**config.mk**
```make
export PLATFORM = sky130hd
export DESIGN_NAME = clock_select_ctrl
export DESIGN_NICKNAME = d
export VERILOG_FILES = /design/src/rtl/clock_ctrl_pkg.sv /design/src/rtl/sync_ff.sv /design/src/rtl/clock_select_ctrl.sv
export SDC_FILE = /design/constraint.sdc
export NUM_CORES = 1
export LEC_CHECK = 0
export CAP_MARGIN = 0
export CORE_UTILIZATION = 60
export CTS_BUF_LIST = sky130_fd_sc_hd__clkbuf_16
export DETAILED_ROUTE_END_ITERATION = 12
export PLACE_DENSITY = 0.83
export SLEW_MARGIN = 5
export SYNTH_ARGS = -nofsm -noshare
export SYNTH_HDL_FRONTEND = slang
export SYNTH_SLANG_ARGS = --single-unit
```
**constraint.sdc**
```tcl
create_clock -name hs_ck_ip -period 6.3 [get_ports hs_ck_ip]
set_clock_uncertainty 0.2 [all_clocks]
set_input_delay 1.26 -clock hs_ck_ip [delete_from_list [all_inputs] [get_ports hs_ck_ip]]
set_output_delay 1.26 -clock hs_ck_ip [all_outputs]
set_load 0.005 [all_outputs]
```
**src/rtl/clock_ctrl_pkg.sv**
```systemverilog
// ---------------------------------------------------------------------------
// clock_ctrl_pkg
// Shared definitions for the fast/slow clock selection controller.
//   state_t                 : controller state, encoded HS=0, TO_LS=1, LS=2,
//                             TO_HS=3 (this encoding is visible on state_op)
//   DWELL_CYCLES_DEFAULT    : cycles spent in LS after the last host request
//   TIMEOUT_CYCLES_DEFAULT  : cycles allowed for a switch acknowledge
//   SYNC_STAGES_DEFAULT     : acknowledge synchroniser depth
// ---------------------------------------------------------------------------
package clock_ctrl_pkg;

    typedef enum logic [1:0] {
        ST_HS    = 2'd0,
        ST_TO_LS = 2'd1,
        ST_LS    = 2'd2,
        ST_TO_HS = 2'd3
    } state_t;

    localparam int DWELL_CYCLES_DEFAULT   = 4;
    localparam int TIMEOUT_CYCLES_DEFAULT = 64;
    localparam int SYNC_STAGES_DEFAULT    = 2;

endpackage : clock_ctrl_pkg

```
**src/rtl/sync_ff.sv**
```systemverilog
// ---------------------------------------------------------------------------
// sync_ff
// Multi-bit flop synchroniser for independent asynchronous level signals.
// Each bit is synchronised on its own; no coherency between bits is implied.
//   ck_ip    : destination clock
//   reset_ip : asynchronous active-high reset, clears every stage to 0
//   d_ip     : asynchronous input bits
//   q_op     : synchronised output bits (SYNC_STAGES edges of latency)
// ---------------------------------------------------------------------------
module sync_ff #(
    parameter int width       = 1,
    parameter int SYNC_STAGES = 2
) (
    input  logic             ck_ip,
    input  logic             reset_ip,
    input  logic [width-1:0] d_ip,
    output logic [width-1:0] q_op
);

    logic [width-1:0] stage [SYNC_STAGES];

    always_ff @(posedge ck_ip or posedge reset_ip) begin
        if (reset_ip) begin
            for (int i = 0; i < SYNC_STAGES; i++) begin
                stage[i] <= '0;
            end
        end else begin
            stage[0] <= d_ip;
            for (int i = 1; i < SYNC_STAGES; i++) begin
                stage[i] <= stage[i-1];
            end
        end
    end

    assign q_op = stage[SYNC_STAGES-1];

endmodule : sync_ff

```
**src/rtl/clock_select_ctrl.sv**
```systemverilog
// ---------------------------------------------------------------------------
// clock_select_ctrl
// Chooses between the fast (HS) and slow (LS) CPU clock. Host-bus cycles and
// turbo-off force the slow clock; after DWELL_CYCLES quiet cycles the fast
// clock is requested again. The CPU is stalled while a switch is in flight,
// and a missing acknowledge falls back to the slow clock with a sticky flag.
//   hs_ck_ip       : free-running fast oscillator, the only clock
//   reset_ip       : asynchronous active-high reset (release synchronised
//                    upstream)
//   host_req_ip    : current CPU cycle targets the slow host bus
//   turbo_en_ip    : fast-clock operation permitted
//   selected_hs_ip : async ack, fast clock selected
//   selected_ls_ip : async ack, slow clock selected
//   select_hs_op   : registered request to the clock switch, 1 = fast
//   stall_op       : CPU ready-stall, high in TO_LS / TO_HS
//   state_op       : current state (HS=0, TO_LS=1, LS=2, TO_HS=3)
//   timeout_op     : sticky acknowledge-timeout flag, cleared only by reset
// ---------------------------------------------------------------------------
module clock_select_ctrl
    import clock_ctrl_pkg::*;
#(
    parameter int DWELL_CYCLES   = DWELL_CYCLES_DEFAULT,
    parameter int TIMEOUT_CYCLES = TIMEOUT_CYCLES_DEFAULT,
    parameter int SYNC_STAGES    = SYNC_STAGES_DEFAULT
) (
    input  logic       hs_ck_ip,
    input  logic       reset_ip,
    input  logic       host_req_ip,
    input  logic       turbo_en_ip,
    input  logic       selected_hs_ip,
    input  logic       selected_ls_ip,
    output logic       select_hs_op,
    output logic       stall_op,
    output logic [1:0] state_op,
    output logic       timeout_op
);

    localparam int DW = $clog2(DWELL_CYCLES + 1);
    localparam int TW = $clog2(TIMEOUT_CYCLES + 1);
    localparam logic [DW-1:0] DWELL_LOAD  = DW'(DWELL_CYCLES - 1);
    localparam logic [TW-1:0] TIMEOUT_MAX = TW'(TIMEOUT_CYCLES);

    state_t        state;
    logic [DW-1:0] dwell_cnt;
    logic [TW-1:0] to_cnt;
    logic [TW-1:0] to_cnt_inc;
    logic [1:0]    ack_sync;
    logic          ack_hs;
    logic          ack_ls;
    logic          want_ls;

    sync_ff #(
        .width       (2),
        .SYNC_STAGES (SYNC_STAGES)
    ) u_ack_sync (
        .ck_ip    (hs_ck_ip),
        .reset_ip (reset_ip),
        .d_ip     ({selected_hs_ip, selected_ls_ip}),
        .q_op     (ack_sync)
    );

    assign ack_hs   = ack_sync[1];
    assign ack_ls   = ack_sync[0];
    assign want_ls  = host_req_ip || !turbo_en_ip;
    assign state_op = state;

    // Saturating increment of the acknowledge timeout counter.
    always_comb begin
        to_cnt_inc = to_cnt;
        if (to_cnt != TIMEOUT_MAX) begin
            to_cnt_inc = to_cnt + 1'b1;
        end
    end

    // NOTE: sequential state uses non-blocking assignments only, so every
    // branch below sees the pre-edge values of state and both counters.
    always_ff @(posedge hs_ck_ip or posedge reset_ip) begin
        if (reset_ip) begin
            state        <= ST_LS;
            select_hs_op <= 1'b0;
            stall_op     <= 1'b0;
            timeout_op   <= 1'b0;
            dwell_cnt    <= DWELL_LOAD;
            to_cnt       <= '0;
        end else begin
            case (state)
                ST_HS: begin
                    if (want_ls) begin
                        state        <= ST_TO_LS;
                        select_hs_op <= 1'b0;
                        stall_op     <= 1'b1;
                        to_cnt       <= '0;
                    end
                end

                ST_TO_LS: begin
                    if (ack_ls && !ack_hs) begin
                        state     <= ST_LS;
                        stall_op  <= 1'b0;
                        dwell_cnt <= DWELL_LOAD;
                        to_cnt    <= '0;
                    end else if (to_cnt_inc == TIMEOUT_MAX) begin
                        state      <= ST_LS;
                        stall_op   <= 1'b0;
                        timeout_op <= 1'b1;
                        dwell_cnt  <= DWELL_LOAD;
                        to_cnt     <= '0;
                    end else begin
                        to_cnt <= to_cnt_inc;
                    end
                end

                ST_LS: begin
                    if (want_ls) begin
                        dwell_cnt <= DWELL_LOAD;
                    end else if (dwell_cnt != '0) begin
                        dwell_cnt <= dwell_cnt - 1'b1;
                    end else begin
                        state        <= ST_TO_HS;
                        select_hs_op <= 1'b1;
                        stall_op     <= 1'b1;
                        to_cnt       <= '0;
                    end
                end

                ST_TO_HS: begin
                    // A host request here does not abort the switch; it is
                    // served from HS on the edge after the acknowledge.
                    if (ack_hs && !ack_ls) begin
                        state    <= ST_HS;
                        stall_op <= 1'b0;
                        to_cnt   <= '0;
                    end else if (to_cnt_inc == TIMEOUT_MAX) begin
                        // Fall back to the slow clock, which is always safe.
                        state        <= ST_LS;
                        select_hs_op <= 1'b0;
                        stall_op     <= 1'b0;
                        timeout_op   <= 1'b1;
                        dwell_cnt    <= DWELL_LOAD;
                        to_cnt       <= '0;
                    end else begin
                        to_cnt <= to_cnt_inc;
                    end
                end

                default: begin
                    state        <= ST_LS;
                    select_hs_op <= 1'b0;
                    stall_op     <= 1'b0;
                    dwell_cnt    <= DWELL_LOAD;
                    to_cnt       <= '0;
                end
            endcase
        end
    end

endmodule : clock_select_ctrl

```
==> flow_summary.json, run 1 <==
{
  "pin_count": 11,
  "groute.usage.overall_pct": 27.0,
  "final.period_utilization_pct": 49.3,
  "via_count": 968,
  "fin_nets": 143,
  "total_die_area_mm2": 0.00215,
  "synth-seq-cells": 19,
  "area_growth_syn_to_layout_pct": 16.5,
  "rows": 15,
  "initial_utilization_pct": 66.2,
  "drive_above_1_share_pct": 13.6,
  "nFillCells": 124,
  "detail_route.drc_violations": 0,
  "synth_async_sr_flop_share_pct": 100,
  "antenna_found_initial": 0,
  "max_buffers_root_to_sink": 2,
  "cap_violations": 0,
  "critical_path.max_fanout": 10,
  "worst-setup-path-type": "input pin to flip-flop",
  "hold_viol_final": 0,
  "core-area_mm2": 0.00178,
  "crit_slowest_cell": "sky130_fd_sc_hd__a211oi_2",
  "post-route-worst-setup-slack_ns": 3.20,
  "setup.reg_to_reg.worst_slack_ns": 3.90,
  "vias_per_cell": 6.17,
  "ys_types": 39,
  "die_height_um": 46.3,
  "detail-route-antenna-nets": 0,
  "period_needed_ns": 3.10,
  "drt-initial-drc-count": 28,
  "syn_inst": 122,
  "overflow": 0,
  "rsz0062_at_grt": "no",
  "power.ir.vdd_worst_mv": 0.257,
  "die_x_um": 46.3,
  "power.density_mw_per_mm2": 418,
  "synth.area.top_cells": "sky130_fd_sc_hd__dfrtp_1 34%, sky130_fd_sc_hd__dfstp_2 6.7%, sky130_fd_sc_hd__ha_1 4.2%, sky130_fd_sc_hd__nand2_1 3.2%, sky130_fd_sc_hd__nor2_1 3.2%",
  "timing.critical_path.arrival_ns": 2.99,
  "hpwl_um": 1700,
  "post_detailed_route_wirelength_per_cell_um": 16.3,
  "post-synth-top-area-cell": "sky130_fd_sc_hd__dfrtp_1",
  "netlist_area_mm2": 0.00118,
  "achievable-frequency_mhz": 322,
  "grt_start_max_net_pins": 20,
  "cts-hold-fix-buffers": 0,
  "grt_first_pass_wirelength_um": 4000,
  "synthesized_netlist_net_count": 132,
  "clock_latency_ns": 0.25,
  "worst-path-buf-inv": 1,
  "sum_of_negative_setup_slack_ns": 0,
  "firstDrtPassIters": 4,
  "cts_tree": "yes",
  "start_kind": "input pin",
  "endpoint_kind": "flip-flop",
  "finalWeightedCongestion": 0.837,
  "cts_root_buf": "sky130_fd_sc_hd__clkbuf_16",
  "clkSinkCount": 19,
  "synthDominantCellAreaShare_pct": 33.9,
  "critPathMaxStageDelay_ns": 0.62,
  "worst_path_dominant_cell_family": "compound AO/OA/AOI/OAI gates",
  "groute.layer.met2.usage_pct": 44.2,
  "fin_hold_ws_ns": 0.148,
  "timing.critical_path.required_ns": 6.18,
  "place_ws_ns": 3.01,
  "timing_max_transition_violations_final": 0,
  "grt_busiest_layer": "met2",
  "globalRouteMet1Util_pct": 34.5,
  "status": "completed",
  "cts_made_buffers": 3,
  "p_leak_nw": 0.596,
  "synth-main-ff-cell": "sky130_fd_sc_hd__dfrtp_1",
  "synth_warnings": 0,
  "port_buffers": 10,
  "register_area_share_after_synthesis_pct": 40.6,
  "syn-mean-instance-area_um2": 9.67,
  "first_global_vias": 912,
  "synth_enable_flop_cells": 0,
  "report.final.setup_viol": 0,
  "cts.htree.levels": 1,
  "clk_pin_slew_ns": 0.05,
  "path_cells": "clkdlybuf4s50_1 > nor2b_1 > nor2_1 > a211oi_2 > a31o_2 > o32ai_1",
  "post-cts-setup-buffer-count": 0,
  "worst_margin_slew_ns": 0.704,
  "cts.repair.resized": 0,
  "route.final.wire_length_um": 2560,
  "n_antenna_cell": 0,
  "maxSlewHeadroom_pct": 53.0,
  "min_path_type": "flip-flop to flip-flop",
  "groute.layer.met3.usage_pct": 5.88
}
state kept, by name (all words and copies together) (netlist names):
signal            flops
dwell_cnt             3
select_hs_op          1
stall_op              1
state_op              2
timeout_op            1
to_cnt                7
u_ack_sync.q_op       2
u_ack_sync.stage      2
through the flow:
stage / std cells / power, W / area, µm² / utilization [%]
floorplan: 122 / 0.000375 / 1180 / -
global placement: 153 / 0.000432 / 1300 / 72.7
detailed placement: 153 / 0.000441 / 1300 / 72.7
CTS: 157 / 0.000573 / 1380 / 77.1
global route: 157 / 0.000611 / 1380 / 77.1
finish: 157 / 0.000575 / 1380 / 77.1
synthesized netlist by cell type, types with 3 or more instances:
cell type                  count
sky130_fd_sc_hd__dfrtp_1      16
sky130_fd_sc_hd__nand2_1      10
sky130_fd_sc_hd__nor2_1       10
sky130_fd_sc_hd__o21ai_0       7
sky130_fd_sc_hd__a21oi_1       6
sky130_fd_sc_hd__inv_1         6
sky130_fd_sc_hd__nor2b_1       6
sky130_fd_sc_hd__nand3_1       5
sky130_fd_sc_hd__clkbuf_1      4
sky130_fd_sc_hd__ha_1          4
sky130_fd_sc_hd__nand2b_1      4
sky130_fd_sc_hd__o21ai_1       4
sky130_fd_sc_hd__o31ai_1       4
sky130_fd_sc_hd__dfstp_2       3
sky130_fd_sc_hd__nand3b_1      3
sky130_fd_sc_hd__o32ai_1       3
placed cells by master (no fill, tap or decap), drive strengths merged, types with 2 or more instances in the layout:
master         instances
nand2b                 4
nor3                   3
mux2                   2
nor3b                  2
a21o                   2
nor4b                  3
o31ai                  4
nand2                 10
o32ai                  3
a21oi                  6
nor2                  10
nand3b                 3
o21ai                 11
dfrtp                 16
ha                     4
nand3                  5
nor2b                  6
dfstp                  3
clkbuf                 3
inv                    7
clkdlybuf4s50         10
layer usage:
layer	part of all wire [%]	up-vias
met1	46	463
met5	0	-
met2	49	35
li1	-	466
met3	4.0	4
met4	1.1	0
final timing paths:
kind	startpoint	to	cells after the start
min in group asynchronous	reset_ip	stall_op$_DFFE_PP0P_	2
setup / recovery	turbo_en_ip	state_op[0]$_DFFE_PP0P_	6
hold / removal	u_ack_sync.stage[3]$_DFF_PP0_	u_ack_sync.q_op[1]$_DFF_PP0_	0
hold reg to reg	u_ack_sync.stage[3]$_DFF_PP0_	u_ack_sync.q_op[1]$_DFF_PP0_	0
max in group asynchronous	reset_ip	to_cnt[5]$_DFFE_PP0P_	2
setup reg to reg	dwell_cnt[0]$_DFFE_PP1P_	state_op[0]$_DFFE_PP0P_	7
final cells by class:
cell class	instances	area [µm²]	area share, %
Multi-Input combinational cell	93	663	48.2
Sequential cell	19	479	34.8
Timing Repair Buffer	10	100	7.28
Clock buffer	3	75.1	5.46
Tap cell	25	31.3	2.27
Inverter	6	22.5	1.64
Clock inverter	1	3.75	0.273
power by group:
part	internal (W)	switching [W]
registers	0.000160	0.0000546
logic	0.000114	0.000120
clock network	0.0000843	0.0000419
cells by family (layout without fill, tap and decap cells):
| kind of cell | after synthesis | in the layout | share of synthesized area, % |
|---|---|---|---|
| buffers and inverters | 10 | 20 | 3.18 |
| DFF | 19 | 19 | 40.6 |
| xor gates and xnor gates | 2 | 2 | 2.12 |
| muxes | 2 | 2 | 2.55 |
| AOI/OAI and AO/OA | 35 | 35 | 21.8 |
| and+or+nand+nor | 50 | 50 | 25.5 |
| adders and majority gates | 4 | 4 | 4.24 |
Note: power is estimated with default switching activity, not from simulation.
==> run 2, diff against run 1 <==
--- a/config.mk
+++ b/config.mk
@@ -6,10 +6,10 @@
 export NUM_CORES = 1
 export LEC_CHECK = 0
 export CAP_MARGIN = 0
-export CORE_UTILIZATION = 60
+export CORE_UTILIZATION = 56
 export CTS_BUF_LIST = sky130_fd_sc_hd__clkbuf_16
 export DETAILED_ROUTE_END_ITERATION = 12
-export PLACE_DENSITY = 0.83
+export PLACE_DENSITY = 0.78
 export SLEW_MARGIN = 5
 export SYNTH_ARGS = -nofsm -noshare
 export SYNTH_HDL_FRONTEND = slang
==> constraint.sdc (replaced) <==
create_clock -name hs_ck_ip -period 3.1 [get_ports hs_ck_ip]
set_clock_uncertainty 0.2 [all_clocks]
set_input_delay 0.62 -clock hs_ck_ip [delete_from_list [all_inputs] [get_ports hs_ck_ip]]
set_output_delay 0.62 -clock hs_ck_ip [all_outputs]
set_load 0.005 [all_outputs]
==> run 2 against run 1 <==
Against the previous run: die area rose by 6.8%; combinational power rose by 100%; core utilization fell by 6.8 points; highest routed layer unchanged.
==> flow_summary.json, run 2 (synthesized netlist as in run 1, its figures left out) <==
{
  "combinational_power_share_pct": 40.3,
  "port_buffers": 10,
  "timing.critical_path.arrival_ns": 2.32,
  "total_die_area_mm2": 0.00229,
  "cts_tree": "yes",
  "internal_power_w": 0.000730,
  "max_buffers_root_to_sink": 2,
  "detail-route-antenna-nets": 0,
  "sum_of_negative_setup_slack_ns": 0,
  "die_x_um": 47.9,
  "hold_viol_final": 0,
  "grt_start_max_net_pins": 20,
  "period_needed_ns": 2.43,
  "largest_registers": "to_cnt: 7 flops, dwell_cnt: 3 flops",
  "rows": 16,
  "critical_path.max_fanout": 10,
  "antenna_found_initial": 0,
  "path_cells": "clkdlybuf4s50_1 > nor2b_1 > nor2_1 > a211oi_2 > a31o_2 > o32ai_1",
  "start_kind": "input pin",
  "achievable-frequency_mhz": 411,
  "initial_utilization_pct": 60.1,
  "overflow": 0,
  "post-cts-setup-buffer-count": 0,
  "maxSlewHeadroom_pct": 53.2,
  "place_ws_ns": 0.446,
  "dpl.cell_count": 155,
  "clk_pin_slew_ns": 0.05,
  "cts_made_buffers": 3,
  "groute.usage.overall_pct": 22.9,
  "worst-setup-path-type": "input pin to flip-flop",
  "timing.critical_path.required_ns": 2.98,
  "power.density_mw_per_mm2": 843,
  "worst_margin_slew_ns": 0.700,
  "clock_latency_ns": 0.25,
  "area_growth_syn_to_layout_pct": 16.9,
  "final.period_utilization_pct": 78.4,
  "min_path_type": "flip-flop to flip-flop",
  "power.share.sequential_pct": 37.2,
  "finalWeightedCongestion": 0.851,
  "max_ffs_per_register": 7,
  "p_leak_nw": 0.595,
  "p_switching_w": 0.000432,
  "critPathMaxStageDelay_ns": 0.58,
  "firstDrtPassIters": 4,
  "report.final.setup_viol": 0,
  "via_count": 923,
  "fin_nets": 143,
  "first_global_vias": 797,
  "cts.repair.resized": 0,
  "hpwl_um": 1630,
  "route.final.wire_length_um": 2310,
  "cts.htree.levels": 1,
  "cts_root_buf": "sky130_fd_sc_hd__clkbuf_16",
  "vias_per_cell": 5.81,
  "die_height_um": 47.9,
  "power.ir.vdd_worst_mv": 0.515,
  "core-area_mm2": 0.00196,
  "clkSinkCount": 19,
  "cts-hold-fix-buffers": 0,
  "cap_violations": 0,
  "rsz0062_at_grt": "no",
  "post_detailed_route_wirelength_per_cell_um": 14.5,
  "post-route-worst-setup-slack_ns": 0.669,
  "layout.cells.most_common": "sky130_fd_sc_hd__dfrtp_1",
  "drt-initial-drc-count": 28,
  "finalCoreUtilization_pct": 70.3,
  "drive_above_1_share_pct": 14.4,
  "crit_slowest_cell": "sky130_fd_sc_hd__a211oi_2",
  "max_flop_register": "to_cnt",
  "timing_max_transition_violations_final": 0,
  "grt_first_pass_wirelength_um": 3530,
  "n_antenna_cell": 0,
  "status": "completed",
  "p_sw_share_pct": 37.2,
  "layout.cells.non_filler": 159,
  "pin_count": 11,
  "most-common-layout-cells": "16 x sky130_fd_sc_hd__dfrtp_1, 10 x sky130_fd_sc_hd__nand2_1, 10 x sky130_fd_sc_hd__nor2_1, 10 x sky130_fd_sc_hd__clkdlybuf4s50_1, 7 x sky130_fd_sc_hd__o21ai_0",
  "endpoint_kind": "flip-flop",
  "power.clock.fraction_pct": 22.5,
  "detail_route.drc_violations": 0
}
[run 2: cell type report]
type                    count  area [µm²]
multi-input cells          93         663
well taps                  27        33.8
flip-flops and latches     19         479
clock buffers               3        75.1
inverters                   6        22.5
fillers                   162         583
clock inverters             1        5.00
repair buffers             10         100
[run 2: worst paths after layout]
kind	from	end	slack, ns	cells after the start
max	turbo_en_ip	state_op[0]$_DFFE_PP0P_	0.67	6
min	u_ack_sync.stage[3]$_DFF_PP0_	u_ack_sync.q_op[1]$_DFF_PP0_	0.15	0
max reg2reg	dwell_cnt[0]$_DFFE_PP1P_	state_op[0]$_DFFE_PP0P_	0.77	7
min reg2reg	u_ack_sync.stage[3]$_DFF_PP0_	u_ack_sync.q_op[1]$_DFF_PP0_	0.15	0
max in group asynchronous	reset_ip	dwell_cnt[2]$_DFFE_PP0P_	1.66	2
min in group asynchronous	reset_ip	to_cnt[0]$_DFFE_PP0P_	0.59	2
[run 2: metal layers]
layer  GRT usage (%)  part of all wire (%)
met5               0                     0
met4            5.00                  0.48
met3            4.53                   2.9
met2            38.4                    48
met1            30.9                    49
[run 2: power by group through the flow]
| stage | combinational (W) | sequential [W] | clock [W] |
|---|---|---|---|
| finish | 0.000468 | 0.000433 | 0.000262 |
| global route | 0.000523 | 0.000446 | 0.000273 |
| CTS | 0.000470 | 0.000430 | 0.000266 |
| detailed placement | 0.000463 | 0.000432 | 0 |
| global placement | 0.000449 | 0.000430 | 0 |
| floorplan | 0.000384 | 0.000378 | 0 |
[run 2: metrics by stage]
| stage | power (W) | hold WS [ns] | area [µm²] |
|---|---|---|---|
| final | 0.00116 | 0.148 | 1380 |
| after global routing | 0.00124 | 0.154 | 1380 |
| after CTS | 0.00117 | 0.152 | 1380 |
| after detailed placement | 0.000895 | 0.139 | 1300 |
| after global placement | 0.000879 | 0.133 | 1300 |
| after floorplan | 0.000763 | 0.131 | 1180 |
[run 2: worst max-delay path, delay by kind of cell]
kind            cells  cell delay, ns
simple gates        2            0.34
buf+inv             1            0.47
compound gates      3            0.87
==> run 3, diff against run 2 <==
--- a/config.mk
+++ b/config.mk
@@ -6,10 +6,10 @@
 export NUM_CORES = 1
 export LEC_CHECK = 0
 export CAP_MARGIN = 0
-export CORE_UTILIZATION = 56
+export CORE_UTILIZATION = 50
 export CTS_BUF_LIST = sky130_fd_sc_hd__clkbuf_16
 export DETAILED_ROUTE_END_ITERATION = 12
-export PLACE_DENSITY = 0.78
+export PLACE_DENSITY = 0.74
 export SLEW_MARGIN = 5
 export SYNTH_ARGS = -nofsm -noshare
 export SYNTH_HDL_FRONTEND = slang
==> constraint.sdc (replaced) <==
create_clock -name hs_ck_ip -period 2.2 [get_ports hs_ck_ip]
set_clock_uncertainty 0.2 [all_clocks]
set_input_delay 0.44 -clock hs_ck_ip [delete_from_list [all_inputs] [get_ports hs_ck_ip]]
set_output_delay 0.44 -clock hs_ck_ip [all_outputs]
set_load 0.005 [all_outputs]
==> run 3 against run 2 <==
Against the previous run: via count up 14%; highest routed layer unchanged; critical endpoint is now stall_op$_DFFE_PP0P_; combinational power up 96%; first-iteration DRC count up 14%; worst hold slack about the same; non-clock buffer count up 15.
==> flow_summary.json, run 3 (synthesized netlist as in run 1, its figures left out) <==
{
  "groute.usage.overall_pct": 23.1,
  "max_flop_register": "to_cnt",
  "max_buffers_root_to_sink": 2,
  "detail-route-antenna-nets": 0,
  "cap_violations": 0,
  "die_x_um": 50.6,
  "first_global_vias": 977,
  "firstDrtPassIters": 4,
  "groute.layer.met3.usage_pct": 3.94,
  "max_ffs_per_register": 7,
  "overflow": 0,
  "totalPowerFinal_w": 0.00189,
  "grt_busiest_layer": "met2",
  "die_height_um": 50.6,
  "hold_viol_final": 0,
  "post_detailed_route_wirelength_per_cell_um": 16.6,
  "timing.critical_path.required_ns": 2.11,
  "initial_utilization_pct": 53.3,
  "period_needed_ns": 2.20,
  "drt-initial-drc-count": 32,
  "status": "completed",
  "finalInstanceArea_mm2": 0.00156,
  "total_die_area_mm2": 0.00256,
  "most-common-layout-cells": "15 x sky130_fd_sc_hd__buf_4, 14 x sky130_fd_sc_hd__dfrtp_1, 10 x sky130_fd_sc_hd__nand2_1, 10 x sky130_fd_sc_hd__nor2_1, 10 x sky130_fd_sc_hd__clkdlybuf4s50_1",
  "timing.critical_path.arrival_ns": 2.10,
  "worst-setup-path-type": "flip-flop to flip-flop",
  "timing_max_transition_violations_final": 0,
  "route.final.wire_length_um": 2900,
  "worst_margin_slew_ns": 0.490,
  "globalRouteMet1Util_pct": 30.9,
  "antenna_found_initial": 0,
  "grt_first_pass_wirelength_um": 4330,
  "power.density_mw_per_mm2": 1210,
  "power.ir.vdd_worst_mv": 0.845,
  "cts.htree.levels": 1,
  "detail_route.drc_violations": 0,
  "pin_count": 11,
  "critical_path.max_fanout": 5,
  "largest_registers": "to_cnt: 7 flops, dwell_cnt: 3 flops",
  "area_growth_syn_to_layout_pct": 32.1,
  "start_kind": "flip-flop",
  "rows": 17,
  "drive_above_1_share_pct": 29.9,
  "nFillCells": 181,
  "cts_made_buffers": 3,
  "fin_nets": 158,
  "cts_root_buf": "sky130_fd_sc_hd__clkbuf_16",
  "rsz0062_at_grt": "yes",
  "hpwl_um": 1820,
  "min_path_type": "flip-flop to flip-flop",
  "p_leak_nw": 0.679,
  "placed_cell_area_mm2": 0.00135,
  "vias_per_cell": 6.01,
  "cts-hold-fix-buffers": 0,
  "report.final.setup_viol": 0,
  "clkSinkCount": 19,
  "grt_start_max_net_pins": 20,
  "core-area_mm2": 0.00221,
  "groute.layer.met2.usage_pct": 36.7,
  "achievable-frequency_mhz": 456,
  "maxSlewHeadroom_pct": 67.2,
  "cts_tree": "yes",
  "port_buffers": 10,
  "endpoint_kind": "flip-flop",
  "via_count": 1051,
  "clock_latency_ns": 0.25,
  "finalWeightedCongestion": 0.821,
  "clk_pin_slew_ns": 0.06,
  "n_antenna_cell": 0,
  "layout.cells.most_common": "sky130_fd_sc_hd__buf_4",
  "final.period_utilization_pct": 99.8
}
[run 3: repair_timing]
item | CTS | global route
resized for setup | 1 | 12
pin swaps | 1 | 5
buffers inserted | 0 | 8
endpoints found under the hold margin | 0 | 0
setup endpoints to repair | 1 | 14
[run 3: critical path, cell delays in order (launching register included)]
cell	delay [ns]
sky130_fd_sc_hd__dfrtp_2	0.44
sky130_fd_sc_hd__inv_2	0.10
sky130_fd_sc_hd__ha_4	0.13
sky130_fd_sc_hd__nor4b_4	0.18
sky130_fd_sc_hd__nand3b_1	0.18
sky130_fd_sc_hd__mux2_4	0.39
sky130_fd_sc_hd__nor3_4	0.30
sky130_fd_sc_hd__o32ai_1	0.13
[run 3: worst paths after layout]
path | start | to | slack [ns] | cells after the start
max | to_cnt[1]$_DFFE_PP0P_ | stall_op$_DFFE_PP0P_ | 0.005 | 7
max reg2reg | to_cnt[1]$_DFFE_PP0P_ | stall_op$_DFFE_PP0P_ | 0.005 | 7
min | u_ack_sync.stage[2]$_DFF_PP0_ | u_ack_sync.q_op[0]$_DFF_PP0_ | 0.15 | 0
min reg2reg | u_ack_sync.stage[2]$_DFF_PP0_ | u_ack_sync.q_op[0]$_DFF_PP0_ | 0.15 | 0
max in group asynchronous | reset_ip | dwell_cnt[1]$_DFFE_PP1P_ | 1.23 | 3
min in group asynchronous | reset_ip | to_cnt[6]$_DFFE_PP0P_ | 0.31 | 3
[run 3: cell type report]
type | count | area (µm²) | area share, %
Inverter | 6 | 22.5 | 1.44
Sequential cell | 19 | 482 | 30.9
Tap cell | 28 | 35.0 | 2.25
Timing Repair Buffer | 25 | 213 | 13.6
Clock inverter | 1 | 5.00 | 0.321
Multi-Input combinational cell | 93 | 727 | 46.6
Clock buffer | 3 | 75.1 | 4.82
[run 3: through the flow]
stage	hold slack [ns]	std cells	TNS [ns]	setup slack (ns)	utilization, %
after CTS	0.157	167	0	0.0118	65.1
after global routing	0.155	175	-0.145	-0.0391	70.5
after detailed placement	0.145	163	0	0.00102	61.1
final	0.149	175	0	0.00477	70.5
after global placement	0.135	163	0	0.00944	61.1
after floorplan	0.131	122	0	0.199	-
[run 3: where the power goes]
| group | switching, W | internal, W |
|---|---|---|
| clock network | 0.000134 | 0.000244 |
| logic | 0.000448 | 0.000467 |
| registers | 0.000136 | 0.000461 |
| total | 0.000718 | 0.00117 |
[run 3: layer usage]
metal / part of all wire, % / wire (µm) / vias to the layer above
met3: 4.7 / 136 / 7
met4: 2.1 / 60 / 0
li1: - / - / 501
met2: 49 / 1420 / 34
met1: 44 / 1290 / 509
met5: 0 / 0 / -
